`config.mk`:
```
export PLATFORM = sky130hd
export DESIGN_NAME = bist_response_analyzer_flat
export DESIGN_NICKNAME = d
export VERILOG_FILES = /design/src/rtl/bist_pkg.sv /design/src/rtl/bist_response_analyzer_if.sv /design/src/rtl/bist_misr.sv /design/src/rtl/bist_response_analyzer.sv /design/src/flat_wrapper.sv
export SDC_FILE = /design/constraint.sdc
export NUM_CORES = 1
export LEC_CHECK = 0
export CAP_MARGIN = 20
export CELL_PAD_IN_SITES_DETAIL_PLACEMENT = 0
export CELL_PAD_IN_SITES_GLOBAL_PLACEMENT = 2
export CORE_MARGIN = 1.5
export CORE_UTILIZATION = 23
export CTS_CLUSTER_SIZE = 14
export DETAILED_ROUTE_END_ITERATION = 12
export HOLD_SLACK_MARGIN = 0.06
export PLACE_DENSITY_LB_ADDON = 0.1
export SYNTH_ARGS = -nofsm -noshare
export SYNTH_HDL_FRONTEND = slang
export SYNTH_SLANG_ARGS = --single-unit
```
`constraint.sdc`:
```
create_clock -name clk -period 1.83 [get_ports clk]
set_clock_uncertainty 0.15 [all_clocks]
set_input_delay 0.183 -clock clk [delete_from_list [all_inputs] [get_ports clk]]
set_output_delay 0.183 -clock clk [all_outputs]
set_load 0.05 [all_outputs]
```
`src/rtl/bist_pkg.sv`:
```
// ============================================================================
// Module      : bist_pkg
// Description : Shared types, default constants and the MISR update function
//               for the BIST output-response analyzer.
// Revision    : 1.0 - initial release
// ============================================================================
`default_nettype none

package bist_pkg;

   // Analyzer run states.
   typedef enum logic [1:0] {
      ST_IDLE    = 2'd0,
      ST_COMPACT = 2'd1,
      ST_COMPARE = 2'd2,
      ST_DONE    = 2'd3
   } state_t;

   // Default MISR feedback polynomial and start value.
   localparam logic [31:0] POLY_DEFAULT = 32'h04C1_1DB7;
   localparam logic [31:0] SEED_DEFAULT = 32'h0000_0000;

   // Widest MISR the shared update function can handle.
   localparam int MISR_MAX_W = 64;

   // One MISR step on a register whose top bit sits at index msb:
   // shift left, fold the polynomial in when the outgoing bit was set,
   // then XOR the incoming word. Bits above msb are cleared.
   function automatic logic [MISR_MAX_W-1:0] misr_next(
      input logic [MISR_MAX_W-1:0] sig,
      input logic [MISR_MAX_W-1:0] word,
      input logic [MISR_MAX_W-1:0] poly,
      input logic [5:0]            msb
   );
      logic [MISR_MAX_W-1:0] mask;
      logic [MISR_MAX_W-1:0] nxt;
      mask = '0;
      for (int i = 0; i < MISR_MAX_W; i++) begin
         mask[i] = (i <= int'(msb));
      end
      nxt = {sig[MISR_MAX_W-2:0], 1'b0} ^ (sig[msb] ? poly : '0);
      nxt = (nxt ^ word) & mask;
      return nxt;
   endfunction

endpackage

`default_nettype wire

```
`src/rtl/bist_response_analyzer_if.sv`:
```
// ============================================================================
// Module      : bist_response_analyzer_if
// Description : Response-word handshake between the pattern source (master)
//               and the response analyzer (slave). With BIST_RESP_XMASK_EN
//               defined, a per-bit don't-care mask travels with each word.
// Revision    : 1.0 - initial release
// ============================================================================
`default_nettype none

interface bist_response_analyzer_if #(
   parameter int RESP_W = 25
);
   logic              resp_valid;
   logic [RESP_W-1:0] resp_data;
   logic              resp_ready;
`ifdef BIST_RESP_XMASK_EN
   logic [RESP_W-1:0] resp_mask;
`endif

   modport master (
      input  resp_ready,
      output resp_valid,
      output resp_data
`ifdef BIST_RESP_XMASK_EN
      , output resp_mask
`endif
   );

   modport slave (
      output resp_ready,
      input  resp_valid,
      input  resp_data
`ifdef BIST_RESP_XMASK_EN
      , input  resp_mask
`endif
   );
endinterface

`default_nettype wire

```
`src/rtl/bist_misr.sv`:
```
// ============================================================================
// Module      : bist_misr
// Description : Multiple-input signature register with synchronous seed load
//               and per-word compaction enable.
// Revision    : 1.0 - initial release
// ============================================================================
`default_nettype none

module bist_misr
   import bist_pkg::*;
#(
   parameter int               SIG_W = 32,
   parameter logic [SIG_W-1:0] POLY  = SIG_W'(POLY_DEFAULT),
   parameter logic [SIG_W-1:0] SEED  = SIG_W'(SEED_DEFAULT)
) (
   input  wire logic             clk,
   input  wire logic             rst_n,
   input  wire logic             load_i,
   input  wire logic             en_i,
   input  wire logic [SIG_W-1:0] word_i,
   output logic      [SIG_W-1:0] sig_o
);

   localparam logic [5:0] SIG_MSB = 6'(SIG_W - 1);

   generate
      if (SIG_W < 2 || SIG_W > MISR_MAX_W) begin : g_bad_width
         $error("bist_misr: SIG_W out of supported range");
      end
   endgenerate

   logic [SIG_W-1:0] sig_q;
   logic [SIG_W-1:0] sig_d;

   assign sig_d = SIG_W'(misr_next(MISR_MAX_W'(sig_q), MISR_MAX_W'(word_i),
                                   MISR_MAX_W'(POLY), SIG_MSB));

   // Signature register: seed load wins over compaction.
   always_ff @(posedge clk or negedge rst_n) begin
      if (!rst_n) begin
         sig_q <= '0;
      end else if (load_i) begin
         sig_q <= SEED;
      end else if (en_i) begin
         sig_q <= sig_d;
      end
   end

   assign sig_o = sig_q;

endmodule

`default_nettype wire

```
`src/rtl/bist_response_analyzer.sv`:
```
// ============================================================================
// Module      : bist_response_analyzer
// Description : Compacts a fixed number of CUT response words into a MISR
//               signature and compares it against a golden value.
//               Optional macro BIST_RESP_XMASK_EN masks don't-care response
//               bits (resp_mask on the interface) before compaction.
// Revision    : 1.0 - initial release
// ============================================================================
`default_nettype none

module bist_response_analyzer
   import bist_pkg::*;
#(
   parameter int               RESP_W       = 25,
   parameter int               SIG_W        = 32,
   parameter logic [SIG_W-1:0] POLY         = SIG_W'(POLY_DEFAULT),
   parameter logic [SIG_W-1:0] SEED         = SIG_W'(SEED_DEFAULT),
   parameter int               NUM_PATTERNS = 1024,
   parameter int               CNT_W        = 11
) (
   input  wire logic                 clk,
   input  wire logic                 rst_n,
   input  wire logic                 start,
   bist_response_analyzer_if.slave   resp,
   input  wire logic [SIG_W-1:0]     golden_sig,
   output logic                      busy,
   output logic                      done,
   output logic                      pass,
   output logic      [SIG_W-1:0]     signature,
   output logic      [CNT_W-1:0]     pat_count
);

   // Configurations that would truncate responses or wrap the counter are rejected.
   generate
      if (SIG_W < RESP_W) begin : g_bad_sig_w
         $error("bist_response_analyzer: SIG_W must be >= RESP_W");
      end
      if (NUM_PATTERNS < 1 ||
          longint'(NUM_PATTERNS) > ((longint'(1) << CNT_W) - 1)) begin : g_bad_count
         $error("bist_response_analyzer: NUM_PATTERNS does not fit CNT_W");
      end
   endgenerate

   localparam logic [CNT_W-1:0] LAST_CNT = CNT_W'(NUM_PATTERNS - 1);

   state_t           state_q, state_d;
   logic [CNT_W-1:0] cnt_q, cnt_d;
   logic             pass_q, pass_d;
   logic             misr_load;
   logic             misr_en;
   logic             ready;
   logic [RESP_W-1:0] word_masked;

`ifdef BIST_RESP_XMASK_EN
   assign word_masked = resp.resp_data & ~resp.resp_mask;
`else
   assign word_masked = resp.resp_data;
`endif

   bist_misr #(
      .SIG_W (SIG_W),
      .POLY  (POLY),
      .SEED  (SEED)
   ) u_misr (
      .clk    (clk),
      .rst_n  (rst_n),
      .load_i (misr_load),
      .en_i   (misr_en),
      .word_i (SIG_W'(word_masked)),
      .sig_o  (signature)
   );

   // State, pattern counter and verdict registers.
   always_ff @(posedge clk or negedge rst_n) begin
      if (!rst_n) begin
         state_q <= ST_IDLE;
         cnt_q   <= '0;
         pass_q  <= 1'b0;
      end else begin
         state_q <= state_d;
         cnt_q   <= cnt_d;
         pass_q  <= pass_d;
      end
   end

   // Next-state, handshake and status decoding.
   always_comb begin
      state_d   = state_q;
      cnt_d     = cnt_q;
      pass_d    = pass_q;
      misr_load = 1'b0;
      misr_en   = 1'b0;
      ready     = 1'b0;
      busy      = 1'b0;
      done      = 1'b0;
      case (state_q)
         ST_IDLE, ST_DONE: begin
            done = (state_q == ST_DONE);
            if (start) begin
               state_d   = ST_COMPACT;
               cnt_d     = '0;
               pass_d    = 1'b0;
               misr_load = 1'b1;
            end
         end
         ST_COMPACT: begin
            ready = 1'b1;
            busy  = 1'b1;
            if (resp.resp_valid) begin
               misr_en = 1'b1;
               cnt_d   = cnt_q + CNT_W'(1);
               if (cnt_q == LAST_CNT) begin
                  state_d = ST_COMPARE;
               end
            end
         end
         ST_COMPARE: begin
            busy    = 1'b1;
            pass_d  = (signature == golden_sig);
            state_d = ST_DONE;
         end
         default: begin
            state_d = ST_IDLE;
         end
      endcase
   end

   assign resp.resp_ready = ready;
   assign pass            = pass_q;
   assign pat_count       = cnt_q;

endmodule

`default_nettype wire

```
`src/flat_wrapper.sv`:
```
// flat-port wrapper written by rule: the top's interface ports become plain ports
module bist_response_analyzer_flat import bist_pkg::*;
#(
   parameter int               RESP_W       = 25,
   parameter int               SIG_W        = 32,
   parameter logic [SIG_W-1:0] POLY         = SIG_W'(POLY_DEFAULT),
   parameter logic [SIG_W-1:0] SEED         = SIG_W'(SEED_DEFAULT),
   parameter int               NUM_PATTERNS = 1024,
   parameter int               CNT_W        = 11
)
  (clk, rst_n, start, golden_sig, busy, done, pass, signature, pat_count, resp_resp_ready, resp_resp_valid, resp_resp_data);
  bist_response_analyzer_if #(.RESP_W(RESP_W)) resp_i ();
  input  wire logic clk;
  input  wire logic rst_n;
  input  wire logic start;
  input  wire logic [SIG_W-1:0] golden_sig;
  output logic busy;
  output logic done;
  output logic pass;
  output logic      [SIG_W-1:0] signature;
  output logic      [CNT_W-1:0] pat_count;
  output wire logic [$bits(resp_i.resp_ready)-1:0] resp_resp_ready;
  input wire logic [$bits(resp_i.resp_valid)-1:0] resp_resp_valid;
  input wire logic [$bits(resp_i.resp_data)-1:0] resp_resp_data;
  assign resp_resp_ready = resp_i.resp_ready;
  assign resp_i.resp_valid = resp_resp_valid;
  assign resp_i.resp_data = resp_resp_data;
  bist_response_analyzer #(.RESP_W(RESP_W), .SIG_W(SIG_W), .POLY(POLY), .SEED(SEED), .NUM_PATTERNS(NUM_PATTERNS), .CNT_W(CNT_W)) u_core (.clk(clk), .rst_n(rst_n), .start(start), .resp(resp_i), .golden_sig(golden_sig), .busy(busy), .done(done), .pass(pass), .signature(signature), .pat_count(pat_count));
endmodule
```
==> flow_metrics.py, run 1 <==
metrics = {
    "layout": {
        "layout-drive-gt1-share": 0.332,
        "diodes": 0,
        "final_cells": 519,
        "fin_nets": 443,
        "areaGrowthSynthToFinish_pct": 65.6,
        "fillers": 1085,
        "multi_input_area_um2": 1460,
        "seqCellArea_um2": 1180,
    },
    "die": {
        "initial_utilization": 0.237,
        "die_area_um2": 11900,
        "fp.dieH_um": 109,
        "io_pins": 108,
        "core-area_um2": 10900,
        "rows": 38,
        "die_x_um": 109,
    },
    "detailed_routing": {
        "wl_per_cell_um": 16.2,
        "drc": 0,
        "drt_iter0_markers": 59,
        "drt_wl_total_um": 8400,
        "ant_nets": 0,
        "vias": 2278,
        "firstDrtPassIters": 4,
        "vias_per_cell": 4.39,
    },
    "run_status": {
        "violations": "setup timing",
        "status": "complete, but fails checks",
    },
    "placement": {
        "pre_cts_ws_ns": -0.267,
        "gp_congestion": 0.727,
        "hpwl_um": 6200,
        "placed_cells": 510,
        "port_buffers": 107,
    },
    "worst_setup_path": {
        "criticalPathCategory": "reg -> reg",
        "startpoint_type": "flip-flop",
        "r2r-end": "u_core.pass",
        "critPathRequiredTime_ns": 1.91,
        "crit_family": "simple AND/OR/NAND/NOR gates",
        "max_stage_delay_ns": 0.51,
        "arrival_ns": 1.93,
        "worstPathMaxFanout": 2,
        "path_depth": 5,
        "crit_path_end_kind": "flip-flop",
        "r2r_setup_slack_ns": -0.02,
        "crit_chain": "xor2_1 -> nor4_1 -> nand4_1 -> or4_1 -> o21ai_1",
        "slowest_stage": "or4_1",
        "r2r_cells": 5,
        "path_buf_inv": 0,
        "r2r-start": "u_core.u_misr.sig_o[25]",
    },
    "clocking": {
        "post-cts-setup-buffers": 0,
        "root_buffer": "clkbuf_8",
        "clk_latency_ns": 0.30,
        "cts_buffers": 5,
        "cts_tree": "built",
        "clkSinkCount": 46,
        "clk_pin_slew_ns": 0.10,
        "htreeDepth": 2,
        "cts_max_path_buffers": 2,
    },
    "sta": {
        "min_period_ns": 1.85,
        "slew_viol_final": 0,
        "fin_crit_sh": 1.01,
        "setup_tns_ns": -0.0202,
        "hold_viol_final": 0,
        "relSlewSlack": 0.705,
        "setup_viol": 1,
        "fmax_mhz": 540,
        "rsz0062_at_grt": "yes",
        "layout_setup_ws_ns": -0.0202,
        "worst_pin_slew_ns": 0.443,
    },
    "yosys": {
        "synth_nets": 303,
        "synthMuxAreaShare": 0.00388,
        "ys_seq_area_frac": 0.446,
        "yosys.area_share.simple": 0.104,
        "yosysWarningCount": 0,
        "synth_top_family_by_area": "XOR/XNOR gates",
        "synth_xor_area_frac": 0.265,
        "synth_compound_area_frac": 0.135,
        "synthFlopType": "dfrtp_1",
        "synthArstFlopShare": 1.00,
        "synth.distinct_cells": 28,
        "synthAdderAreaFrac": 0.0194,
        "synth-seq-cells": 46,
        "synth.avg_cell_area_um2": 10.8,
        "synth_cells": 238,
        "synth_edf_count": 0,
        "netlist_area_um2": 2580,
    },
    "power_and_ir_drop": {
        "vdd_drop_max_mv": 0.623,
        "power_mw": 6.08,
        "p_leak_nw": 1.89,
        "clkPwrFrac": 0.128,
        "p_seq_frac": 0.269,
        "p_switching_mw": 2.79,
        "switching_share": 0.459,
        "p_int_mw": 3.29,
        "power_per_cell_area_nw_per_um2": 1420,
        "pwr-share-comb": 0.604,
    },
    "global_route": {
        "track_usage": 0.142,
        "antenna_found_initial": 0,
        "overflow": 0,
        "grt_max_degree": 33,
        "grt_pass1_wl_um": 12800,
        "first_global_vias": 2337,
    },
    "min_path": {
        "hp-class": "in -> async",
    },
    "run": {
        "maxCapViolations": 0,
    },
}
==> sequential cells by signal (all words and copies together), names as in the netlist <==
register,cells
u_core.pat_count,11
u_core.pass,1
u_core.state_q,2
u_core.u_misr.sig_o,32
==> logic make-up after synthesis <==
group	count (synthesis)
multiplexers	1
adder cells (fa/ha/maj)	4
buffers and inverters	15
flip-flops	46
XOR/XNOR	78
AND/OR/NAND/NOR	51
AO/OA/AOI/OAI	43
==> cell type report <==
| class | count | area share |
|---|---|---|
| Sequential cell | 46 | 0.275 |
| Inverter | 5 | 0.00439 |
| Tap cell | 140 | 0.0410 |
| Multi-Input combinational cell | 177 | 0.341 |
| Clock inverter | 3 | 0.00938 |
| Timing Repair Buffer | 143 | 0.312 |
| Clock buffer | 5 | 0.0161 |
==> synth_stat cells (all sizes together), types with 3 or more instances <==
cell	n	share of area
o21ai	6	0.012
nand2	8	0.012
clkbuf	7	0.010
dfrtp	46	0.45
nand3	7	0.014
inv	5	0.0073
nor4	7	0.019
xor2	41	0.14
xnor2	37	0.13
buf	3	0.0082
nor2	12	0.017
a22o	34	0.12
ha	4	0.019
nand4	8	0.019
==> worst max-delay path by stage <==
stage | from | to
after CTS | u_core.u_misr.sig_o[25] | u_core.pass
after detailed placement | golden_sig[25] | u_core.pass
after global placement | golden_sig[25] | u_core.pass
final | u_core.u_misr.sig_o[25] | u_core.pass
after global routing | u_core.u_misr.sig_o[26] | u_core.pass
after floorplan | u_core.u_misr.sig_o[25] | u_core.pass
==> through the flow <==
| step | instance area, um2 | util | hold WS [ns] |
|---|---|---|---|
| global placement | 4080 | 0.375 | 0.00863 |
| finish | 4270 | 0.392 | 0.197 |
| CTS | 4210 | 0.386 | 0.206 |
| floorplan | 2660 | - | -0.263 |
| global route | 4270 | 0.392 | 0.229 |
| detailed placement | 4080 | 0.375 | 0.00391 |
==> power groups by stage <==
stage,Sequential (mW),Combinational [mW],Clock (mW)
CTS,1.64,3.62,0.813
global route,1.69,3.89,0.861
detailed placement,1.66,3.60,0
floorplan,2.56,1.29,0
finish,1.63,3.67,0.777
global placement,1.66,3.60,0
==> cells in the final DEF (no fill, tap or decap), types with 2 or more instances in the layout <==
cell / netlist / layout
nand3_1: 7 / 6
dfrtp_2: 0 / 20
clkinv_2: 0 / 2
inv_1: 5 / 2
dfrtp_1: 46 / 26
xnor2_1: 37 / 36
nor2_1: 12 / 12
nand2_1: 8 / 8
ha_4: 0 / 2
buf_12: 0 / 7
o21ai_0: 5 / 5
inv_2: 0 / 3
ha_1: 4 / 2
a22o_1: 34 / 34
xor2_1: 41 / 41
buf_6: 1 / 2
nor4_1: 6 / 5
nor4_2: 1 / 2
nand4_1: 8 / 8
clkdlybuf4s50_1: 0 / 59
clkbuf_8: 0 / 5
buf_4: 0 / 72
==> per-layer routing <==
layer  track usage  vias to the layer above  part of all wire
li1              -                     1117                 -
met4        0.0254                        0            0.0044
met1         0.177                     1089              0.43
met3        0.0406                        2             0.065
met5             0                        -                 0
met2         0.244                       70              0.50
==> what timing repair did <==
action | CTS | global route
hold endpoints to repair | 46 | 0
pin swaps | 1 | 7
endpoints found under the setup margin | 4 | 41
hold buffers | 1 | 0
gates cloned | 0 | 2
resized for setup | 2 | 9
No activity file was read; power rests on OpenSTA's default activity.
==> run 2, diff against run 1 <==
--- a/config.mk
+++ b/config.mk
@@ -8,7 +8,7 @@
 export CAP_MARGIN = 20
 export CELL_PAD_IN_SITES_DETAIL_PLACEMENT = 0
 export CELL_PAD_IN_SITES_GLOBAL_PLACEMENT = 2
-export CORE_MARGIN = 1.5
+export CORE_MARGIN = 4
 export CORE_UTILIZATION = 23
 export CTS_CLUSTER_SIZE = 14
 export DETAILED_ROUTE_END_ITERATION = 12
==> flow_metrics.py, run 2 (synthesis results as in run 1) <==
metrics = {
    "run_status": {
        "status": "complete, but fails checks",
        "violations": "setup timing",
    },
    "clocking": {
        "htreeDepth": 2,
        "root_buffer": "clkbuf_8",
        "cts_max_path_buffers": 2,
        "clk_latency_ns": 0.30,
        "cts_tree": "built",
        "clk_pin_slew_ns": 0.10,
        "cts_buffers": 5,
        "post-cts-setup-buffers": 0,
        "clkSinkCount": 46,
    },
    "sta": {
        "min_period_ns": 1.89,
        "fmax_mhz": 530,
        "hold_viol_final": 0,
        "rsz0062_at_grt": "yes",
        "relSlewSlack": 0.730,
        "fin_crit_sh": 1.03,
        "worst_pin_slew_ns": 0.404,
        "slew_viol_final": 0,
        "setup_tns_ns": -0.0589,
        "layout_setup_ws_ns": -0.0554,
        "setup_viol": 2,
    },
    "layout": {
        "layout_common_cells": "buf_4 (78), clkdlybuf4s50_1 (59), xor2_1 (40)",
        "fillers": 1071,
        "layout-drive-gt1-share": 0.352,
        "layout_commonest_cell": "buf_4",
        "final_cells": 524,
        "largest_reg_flops": 32,
        "diodes": 0,
        "multi_input_area_um2": 1480,
        "fin_nets": 448,
        "areaGrowthSynthToFinish_pct": 68.0,
        "seqCellArea_um2": 1180,
    },
    "placement": {
        "placed_cells": 515,
        "port_buffers": 107,
        "gp_congestion": 0.739,
        "hpwl_um": 6550,
    },
    "die": {
        "die_area_um2": 13000,
        "initial_utilization": 0.237,
        "core-area_um2": 10900,
        "fp.dieH_um": 114,
        "io_pins": 108,
        "die_x_um": 114,
        "rows": 38,
    },
    "power_and_ir_drop": {
        "p_leak_nw": 1.91,
        "power_per_cell_area_nw_per_um2": 1420,
        "vdd_drop_max_mv": 0.888,
    },
    "detailed_routing": {
        "drt_iter0_markers": 53,
        "drt_wl_total_um": 8700,
        "vias_per_cell": 4.38,
        "firstDrtPassIters": 4,
        "drc": 0,
        "ant_nets": 0,
        "route.met3.wl_um": 596,
        "wl_per_cell_um": 16.6,
        "wl_met2_um": 4290,
        "vias": 2296,
        "wl_met1_um": 3730,
        "highest_layer": "met4",
    },
    "worst_setup_path": {
        "r2r_setup_slack_ns": -0.06,
        "arrival_ns": 1.97,
        "worstPathMaxFanout": 2,
        "criticalPathCategory": "reg -> reg",
        "startpoint_type": "flip-flop",
        "crit_path_end_kind": "flip-flop",
        "critPathRequiredTime_ns": 1.91,
    },
    "run": {
        "maxCapViolations": 0,
    },
    "global_route": {
        "first_global_vias": 2445,
        "overflow": 0,
        "grt_max_degree": 33,
        "antenna_found_initial": 0,
        "track_usage": 0.132,
        "grt_pass1_wl_um": 13200,
    },
    "min_path": {
        "hp-class": "in -> async",
    },
}
[run 2: changes by cell type in the layout (fill, tap and decap cells not counted), moves of 2 or more]
| cell | previous run | this run |
|---|---|---|
| buf_4 | 72 | 78 |
| nor4_2 | 2 | 4 |
| nor4_1 | 5 | 3 |
| clkinv_2 | 2 | 0 |
[run 2: final timing paths]
| kind | endpoint | cells past startpoint | startpoint |
|---|---|---|---|
| max in group asynchronous | u_core.u_misr.sig_o[6] | 3 | rst_n |
| min | u_core.state_q[1] | 2 | rst_n |
| max reg2reg | u_core.pass | 5 | u_core.u_misr.sig_o[17] |
| min in group clk | u_core.u_misr.sig_o[12] | 1 | u_core.u_misr.sig_o[12] |
| max | u_core.pass | 5 | u_core.u_misr.sig_o[17] |
| min reg2reg | u_core.u_misr.sig_o[12] | 1 | u_core.u_misr.sig_o[12] |
[run 2: report_power, final]
group | leakage, nW | internal [mW] | switching, mW
clock | 0.0514 | 0.409 | 0.380
combinational | 1.28 | 1.63 | 2.13
sequential | 0.583 | 1.31 | 0.312
total | 1.91 | 3.35 | 2.82
[run 2: final cells by class]
cell class | instances | share of cell area
clock buffers | 6 | 0.0168
well taps | 140 | 0.0404
flip-flops and latches | 46 | 0.272
clock inverters | 2 | 0.00867
repair buffers | 148 | 0.316
multi-input cells | 177 | 0.342
inverters | 5 | 0.00433
[run 2: per-stage QoR]
stage	setup WS (ns)	total power, mW	cell area, um2	hold slack, ns	utilization
2_1_floorplan	-0.0529	3.85	2660	-0.263	-
3_3_place_gp	-0.274	5.33	4120	-0.0137	0.378
3_5_place_dp	-0.282	5.31	4120	-0.0211	0.378
4_1_cts	-0.0342	6.14	4250	0.190	0.390
5_1_grt	-0.144	6.52	4330	0.201	0.398
6_report	-0.0554	6.17	4330	0.183	0.398
[run 2: repair_timing]
item | CTS | global route
pin swaps | 0 | 13
hold endpoints to repair | 46 | 0
gates resized for setup | 1 | 14
setup endpoints to repair | 1 | 39
cloned | 0 | 2
hold buffers | 1 | 0
[run 2: critical path, stage by stage (launching register included)]
cell	delay, ns
dfrtp_2	0.44
xor2_2	0.15
nor4_2	0.32
nand4_1	0.12
or4_1	0.51
o21ai_1	0.12
[run 2: layer usage]
layer | track usage | vias to the layer above
met4 | 0.0309 | 0
met2 | 0.223 | 68
met1 | 0.164 | 1094
met3 | 0.0440 | 4
met5 | 0 | -
li1 | - | 1130
==> run 3, diff against run 2 <==
==> constraint.sdc (replaced) <==
create_clock -name clk -period 1.83 [get_ports clk]
set_clock_uncertainty 0.15 [all_clocks]
set_input_delay 0.183 -clock clk [delete_from_list [all_inputs] [get_ports clk]]
set_output_delay 0.183 -clock clk [all_outputs]
set_load 0.01 [all_outputs]
==> flow_metrics.py, run 3 (synthesis results as in run 1) <==
metrics = {
    "detailed_routing": {
        "drt_wl_total_um": 8490,
        "vias_per_cell": 4.38,
        "firstDrtPassIters": 4,
        "drt_iter0_markers": 63,
        "wl_per_cell_um": 16.1,
        "ant_nets": 0,
        "drc": 0,
        "vias": 2306,
    },
    "sta": {
        "rsz0062_at_grt": "yes",
        "hold_viol_final": 0,
        "layout_setup_ws_ns": -0.0574,
        "fmax_mhz": 530,
        "worst_pin_slew_ns": 0.285,
        "setup_viol": 1,
        "fin_crit_sh": 1.03,
        "timing.hold.ws_ns": 0.220,
        "min_period_ns": 1.89,
        "relSlewSlack": 0.808,
        "slew_viol_final": 0,
    },
    "worst_setup_path": {
        "max_stage_delay_ns": 0.48,
        "startpoint_type": "flip-flop",
        "r2r_cells": 6,
        "crit_chain": "xor2_1 -> nor4_1 -> buf_4 -> nand4_1 -> or4_1 -> o21ai_1",
        "path_buf_inv": 1,
        "arrival_ns": 1.98,
        "crit_family": "simple AND/OR/NAND/NOR gates",
        "worstPathMaxFanout": 2,
        "slowest_stage": "or4_1",
        "criticalPathCategory": "reg -> reg",
        "critPathRequiredTime_ns": 1.92,
        "path_depth": 6,
        "crit_path_end_kind": "flip-flop",
    },
    "layout": {
        "layout_commonest_cell": "clkdlybuf4s50_1",
        "seqCellArea_um2": 1150,
        "diodes": 0,
        "fin_nets": 451,
        "fillers": 1100,
        "areaGrowthSynthToFinish_pct": 70.4,
        "layout_common_cells": "clkdlybuf4s50_1 (101), dfrtp_1 (45), xor2_1 (41)",
        "largest_reg_flops": 32,
        "layout-drive-gt1-share": 0.178,
        "fin_util": 0.404,
        "multi_input_area_um2": 1470,
    },
    "die": {
        "initial_utilization": 0.237,
        "io_pins": 108,
        "core-area_um2": 10900,
        "fp.dieH_um": 114,
        "rows": 38,
        "die_area_um2": 13000,
        "die_x_um": 114,
    },
    "global_route": {
        "antenna_found_initial": 0,
        "grt_pass1_wl_um": 13400,
        "first_global_vias": 2527,
        "track_usage": 0.132,
        "overflow": 0,
        "grt_max_degree": 47,
    },
    "power_and_ir_drop": {
        "vdd_drop_max_mv": 0.521,
        "power_mw": 5.40,
        "power_per_cell_area_nw_per_um2": 1230,
        "p_leak_nw": 1.90,
    },
    "min_path": {
        "hp-class": "in -> async",
    },
    "clocking": {
        "htreeDepth": 2,
        "clk_latency_ns": 0.31,
        "cts_tree": "built",
        "root_buffer": "clkbuf_8",
        "clk_pin_slew_ns": 0.10,
        "clkSinkCount": 46,
        "cts_max_path_buffers": 2,
        "cts_buffers": 5,
    },
    "placement": {
        "port_buffers": 107,
        "hpwl_um": 6280,
        "gp_congestion": 0.721,
    },
    "run_status": {
        "status": "complete, but fails checks",
        "violations": "setup timing",
    },
    "run": {
        "maxCapViolations": 0,
    },
}
==> run 3: layout make-up <==
type,instances,area share
flip-flops and latches,46,0.262
well taps,140,0.0399
inverters,5,0.00427
clock inverters,2,0.0137
clock buffers,6,0.0188
repair buffers,151,0.328
multi-input cells,177,0.333
==> run 3: per-stage QoR <==
step                      area (um2)  worst slack [ns]  setup TNS, ns  std cells
after global routing            4390            -0.196         -0.273        527
after detailed placement        4150            -0.425         -0.510        516
after floorplan                 2600           -0.0321        -0.0452        238
final                           4390           -0.0574        -0.0574        527
after CTS                       4360            -0.135         -0.230        524
after global placement          4150            -0.425         -0.697        516
==> run 3: report_power, final <==
part | total, mW | leakage [nW] | switching, mW | internal, mW
combinational | 2.85 | 1.21 | 1.21 | 1.64
clock | 0.978 | 0.0714 | 0.395 | 0.583
sequential | 1.58 | 0.614 | 0.290 | 1.29
total | 5.40 | 1.90 | 1.89 | 3.51
==> run 3: routing by layer <==
layer,part of all wire,GRT usage,vias up
li1,-,-,1131
met1,0.42,0.158,1106
met2,0.50,0.228,64
met3,0.072,0.0462,5
met4,0.0067,0.0261,0
met5,0,0,-
==> run 3: repair_timing <==
action	in CTS	in global routing
hold buffers	1	0
endpoints found under the hold margin	46	0
resized for setup	19	9
pin swaps	12	7
buffers inserted	1	3
setup endpoints to repair	10	45
==> run 3: path summary, 6_finish.rpt <==
path / to / slack [ns] / start
setup / recovery: u_core.pass / -0.06 / u_core.u_misr.sig_o[6]
hold / removal: u_core.pat_count[0] / 0.22 / rst_n
setup reg to reg: u_core.pass / -0.06 / u_core.u_misr.sig_o[6]
hold reg to reg: u_core.pass / 0.43 / u_core.pass
max in group asynchronous: u_core.pat_count[4] / 1.07 / rst_n
min in group clk: u_core.u_misr.sig_o[0] / 0.43 / resp_resp_data[0]
==> run 3: worst register-to-register path, delay by kind of cell (launching register included) <==
| kind | cells | cell delay [ns] |
|---|---|---|
| flip-flops | 1 | 0.40 |
| XOR/XNOR | 1 | 0.15 |
| buffers and inverters | 1 | 0.15 |
| AND/OR/NAND/NOR | 3 | 0.85 |
| AO/OA/AOI/OAI | 1 | 0.13 |
